==> src/rtl/bin_to_bcd_seq.sv <==
// rtl/bin_to_bcd_seq.sv - sequential double-dabble binary to BCD converter, one bit per clock
module bin_to_bcd_seq #(
    parameter int WIDTH  = 32,
    parameter int DIGITS = 10,
    parameter int SIGNED = 1
) (
    input  logic                  clk,
    input  logic                  rst_n,
    input  logic                  start,
    input  logic [WIDTH-1:0]      _input,
    output logic [4*DIGITS-1:0]   bcd_out,
    output logic                  negative,
    output logic                  overflow,
    output logic                  busy,
    output logic                  done
);

    localparam int BW = 4 * DIGITS;
    localparam int CW = $clog2(WIDTH + 1);

    typedef enum logic [1:0] {
        IDLE   = 2'd0,
        SHIFT  = 2'd1,
        FINISH = 2'd2
    } state_t;

    state_t           state_q, state_d;
    logic [WIDTH-1:0] mag_q, mag_d;
    logic [BW-1:0]    acc_q, acc_d;
    logic [CW-1:0]    cnt_q, cnt_d;
    logic             sign_q, sign_d;
    logic             sticky_q, sticky_d;
    logic [BW-1:0]    bcd_q, bcd_d;
    logic             neg_q, neg_d;
    logic             ovf_q, ovf_d;
    logic             done_q, done_d;

    logic [BW-1:0]    adj;
    logic             in_neg;
    logic [WIDTH-1:0] in_mag;

    // Operand sign and magnitude; the most negative value negates to itself, which is the correct unsigned magnitude
    assign in_neg = (SIGNED != 0) && _input[WIDTH-1];
    assign in_mag = in_neg ? (~_input + {{(WIDTH-1){1'b0}}, 1'b1}) : _input;

    // Add-3 correction: each digit of 5 or more is bumped so the following doubling carries into the next digit
    always_comb begin
        adj = acc_q;
        for (int k = 0; k < DIGITS; k++) begin
            if (acc_q[4*k +: 4] >= 4'd5) begin
                adj[4*k +: 4] = acc_q[4*k +: 4] + 4'd3;
            end
        end
    end

    // State and datapath registers, cleared asynchronously so a reset discards any partial result
    always_ff @(posedge clk or negedge rst_n) begin
        if (!rst_n) begin
            state_q  <= IDLE;
            mag_q    <= '0;
            acc_q    <= '0;
            cnt_q    <= '0;
            sign_q   <= 1'b0;
            sticky_q <= 1'b0;
            bcd_q    <= '0;
            neg_q    <= 1'b0;
            ovf_q    <= 1'b0;
            done_q   <= 1'b0;
        end else begin
            state_q  <= state_d;
            mag_q    <= mag_d;
            acc_q    <= acc_d;
            cnt_q    <= cnt_d;
            sign_q   <= sign_d;
            sticky_q <= sticky_d;
            bcd_q    <= bcd_d;
            neg_q    <= neg_d;
            ovf_q    <= ovf_d;
            done_q   <= done_d;
        end
    end

    // Next state: start is only looked at in IDLE, so a start while busy is dropped
    always_comb begin
        state_d = state_q;
        case (state_q)
            IDLE:    if (start) state_d = SHIFT;
            SHIFT:   if (cnt_q == CW'(1)) state_d = FINISH;
            FINISH:  state_d = IDLE;
            default: state_d = IDLE;
        endcase
    end

    // Datapath and output next values per state; result registers only change in FINISH
    always_comb begin
        mag_d    = mag_q;
        acc_d    = acc_q;
        cnt_d    = cnt_q;
        sign_d   = sign_q;
        sticky_d = sticky_q;
        bcd_d    = bcd_q;
        neg_d    = neg_q;
        ovf_d    = ovf_q;
        done_d   = 1'b0;
        case (state_q)
            IDLE: begin
                if (start) begin
                    mag_d    = in_mag;
                    sign_d   = in_neg;
                    acc_d    = '0;
                    sticky_d = 1'b0;
                    cnt_d    = CW'(WIDTH);
                end
            end
            SHIFT: begin
                acc_d    = {adj[BW-2:0], mag_q[WIDTH-1]};
                sticky_d = sticky_q | adj[BW-1];
                mag_d    = {mag_q[WIDTH-2:0], 1'b0};
                cnt_d    = cnt_q - CW'(1);
            end
            FINISH: begin
                bcd_d  = acc_q;
                neg_d  = sign_q;
                ovf_d  = sticky_q;
                done_d = 1'b1;
            end
            default: ;
        endcase
    end

    assign busy     = (state_q != IDLE);
    assign done     = done_q;
    assign bcd_out  = bcd_q;
    assign negative = neg_q;
    assign overflow = ovf_q;

endmodule

==> config.mk <==
export PLATFORM = sky130hd
export DESIGN_NAME = bin_to_bcd_seq
export DESIGN_NICKNAME = d
export VERILOG_FILES = /design/src/rtl/bin_to_bcd_seq.sv
export SDC_FILE = /design/constraint.sdc
export NUM_CORES = 1
export LEC_CHECK = 0
export CAP_MARGIN = 20
export CELL_PAD_IN_SITES_DETAIL_PLACEMENT = 1
export CELL_PAD_IN_SITES_GLOBAL_PLACEMENT = 1
export CORE_AREA = 2 2 92 160
export CTS_CLUSTER_DIAMETER = 120
export DETAILED_ROUTE_END_ITERATION = 10
export DIE_AREA = 0 0 94 162
export GPL_TIMING_DRIVEN = 1
export PLACE_DENSITY = 0.87
export SLEW_MARGIN = 20
export SYNTH_ARGS = -nofsm -noshare
export SYNTH_HDL_FRONTEND = slang
export SYNTH_SLANG_ARGS = --single-unit
export TNS_END_PERCENT = 5
==> constraint.sdc <==
create_clock -name clk -period 3.7 [get_ports clk]
set_input_delay 0.37 -clock clk [delete_from_list [all_inputs] [get_ports clk]]
set_output_delay 0.37 -clock clk [all_outputs]
set_load 0.005 [all_outputs]
==> out/metrics.csv <==
metric,value,unit
clk_skew,0.006589,ns
Worst Max-Slew Pin Slew,0.8787,ns
main combinational cell family by area after synthesis,compound AO/OA/AOI/OAI gates,
core area,0.01391,sq mm
Final period util,67.14,%
final setup violation count,0,
Worst Setup EP,mag_q[28]$_DFFE_PN0P_,
HP Class,in2async,
yosys synthesis warning count,0,
placer congestion estimate,0.8406,
routed len/inst,19.74,um
crit path DAT,2.74,ns
Max Slew Vio Count,0,
Yosys top cell area share,48.52,%
"EDFF count, synth",0,
clk buf depth,2,
routed vias/inst,5.919,
Total Wirelength,17.75,mm
syn avg cell area,10.06,sq um
headroom to the max-slew limit,41.42,%
area growth from synthesis to final layout,24.45,%
origin of the worst setup path,_input[6],
synth cell count leaders,"dfrtp_1 (125), o21ai_0 (72), a21oi_1 (40)",
Worst R2R End,mag_q[14]$_DFFE_PN0P_,
gr ovfl total,0,
final net count,767,
Fin. Hold Viols,0,
CTS tree,yes,
Post-DP Area,0.007386,sq mm
site row count,57,
initial antenna violation count,0,
gr usage total,24.32,%
setup TNS,0,ns
Starting Density,46.36,%
post-synthesis mux area share,6.482,%
most frequent cell after synthesis,dfrtp_1,
Mapped Area,0.006447,sq mm
post-DP HPWL,11.28,mm
die area,0.01523,sq mm
FF-to-FF setup slack,1.40,ns
CP Class,in2reg,
Compound-Gate Fraction of Synth Area,18.88,%
Post-Synth XOR/XNOR Area,4.483,%
max_cap viols,0,
post-cts resize count,0,
Die Ht,162,um
cell count after synthesis,641,
Post-CTS Setup Repair Bufs,0,
layout cells sized above 1,10.53,%
"Seq/Total Area, Yosys",48.52,%
share of total power consumed by net switching,37.98,%
crit end category,register,
Non-Filler Instances,899,
DRC violations left,0,
"area leader, netlist",dfrtp_1,
via count,5321,
Post-Synth Adder-Cell Area,4.463,%
Worst Setup Start Kind,input port,
Sw Pwr,2511,uW
worst reg2reg path depth,6,
Gate power share,36.6,%
worst path required time,3.96,ns
CTS buffer count,17,
first-pass GRT wire length,29.29,mm
Port Buf Inserts,78,
Root Driver,clkbuf_16,
synth top area cells,"dfrtp_1 (49%), o21ai_0 (5.6%), ha_1 (4.5%)",
Clk network pwr share,27.5,%
ant diodes,0,
reg2reg start,state_q[1]$_DFFE_PN0P_,
post-synth cell types,37,
# IOs,79,
Worst-path clk slew,0.06,ns
clock sinks,125,
largest net degree at the start of global routing,71,
Int Power,4101,uW
simple-gate area share of the yosys netlist,13.45,%
Post-synth ARST share,100.0,%
Synth Flop Type,dfrtp_1,
Cell Pwr Density,824.0,mW/mm^2
Max Freq,402.5,MHz
Peak VDD IR,0.4123,mV
Clock Latency Late Sink,0.42,ns
htree depth,4,
status,"finished, final reports clean",
first-pass iteration count of the detailed router,4,
Die Wd,94,um
LEAKAGE,0.003364,uW
post-layout instance area,0.008024,sq mm
RSZ-0062 raised after global routing,false,
vias in the first global route,5988,
fin crit period,2.484,ns
hold buffer count at cts,0,
placed cells,867,
Iter 0 DRT Violations,242,
CP max FO,10,
syn nets,699,
remaining antenna violation count,0,
post-synthesis register bit count,125,
Flop pwr share,35.9,%
[metrics by stage]
| step | setup slack (ns) | hold slack [ns] | total power [uW] | utilization, % |
|---|---|---|---|---|
| finish | 1.216 | 0.001458 | 6612 | 57.70 |
| global route | 1.123 | 0.07215 | 7043 | 57.70 |
| CTS | 1.200 | 0.04217 | 6647 | 57.68 |
| detailed placement | 0.8217 | 0.4735 | 4703 | 53.11 |
| global placement | 0.8981 | 0.4602 | 4447 | 53.11 |
| floorplan | 1.476 | 0.07441 | 3793 | - |
[registers in the layout (all words and copies together) (netlist names)]
| name | count |
|---|---|
| mag_q | 32 |
| done | 1 |
| state_q | 2 |
| overflow | 1 |
| negative | 1 |
| sticky_q | 1 |
| sign_q | 1 |
| acc_q | 40 |
| cnt_q | 6 |
| bcd_out | 40 |
[power by group through the flow]
stage / sequential, uW / clock, uW / combinational, uW
global placement: 2310 / 0 / 2130
finish: 2370 / 1820 / 2420
CTS: 2370 / 1830 / 2440
global route: 2440 / 1900 / 2700
floorplan: 2240 / 0 / 1560
detailed placement: 2370 / 0 / 2340
[per-layer routing]
| metal | part of all wire [%] | global-route usage (%) | wire length, um |
|---|---|---|---|
| met1 | 40 | 27.48 | 7086 |
| met2 | 55 | 44.81 | 9767 |
| met3 | 3.0 | 4.035 | 527 |
| met4 | 2.1 | 9.354 | 369 |
| met5 | 0 | 0 | 0 |
[layout by cell type, fill, tap and decap left out, types with 8 or more instances in the layout]
cell             count
nand2_1             39
nand3_1             33
ha_1                23
o31ai_1             24
nor4_1               8
mux2_2              22
nor2b_1             17
inv_1               25
mux2i_1             17
nand2b_1            11
a22o_1              15
clkdlybuf4s50_1     77
o21ai_0             72
xor2_1              22
nor3_1               9
o21ai_1             15
a21oi_1             40
xnor2_1             11
buf_4                8
a22oi_1             13
dfrtp_1            125
clkbuf_16           17
nor2_1              21
a32o_1              10
[logic make-up after synthesis]
kind of cell	count (synthesis)
AO/OA/AOI/OAI	195
XOR/XNOR	33
adder cells (fa/ha/maj)	23
buffers and inverters	62
flip-flops	125
multiplexers	39
AND/OR/NAND/NOR	164
[cell type report]
cell class	instances	area [sq um]
clock inverter	14	206.4
clock buffer	18	429.2
sequential	125	3128
tap	177	221.5
multi-input combinational	454	3094
inverter	25	93.84
timing repair buffer	86	850.8
fill	1510	5883
[critical path, stage by stage]
cell	delay [ns]
clkdlybuf4s50_1	0.51
or4_4	0.55
or4_4	0.62
o41ai_4	0.38
xor2_1	0.21
o21ai_1	0.10
[worst min-delay path by stage]
stage	start	endpoint	slack [ns]	cells after the start
after floorplan	rst_n	acc_q[0]$_DFFE_PN0P_	0.07	0
after global placement	bcd_out[25]$_DFFE_PN0P_	bcd_out[25]$_DFFE_PN0P_	0.46	2
after detailed placement	mag_q[31]$_DFFE_PN0P_	acc_q[0]$_DFFE_PN0P_	0.47	2
after CTS	rst_n	mag_q[23]$_DFFE_PN0P_	0.04	1
after global routing	rst_n	mag_q[21]$_DFFE_PN0P_	0.07	1
final	rst_n	mag_q[23]$_DFFE_PN0P_	0.001	1
Note: power is estimated with default switching activity, not from simulation.
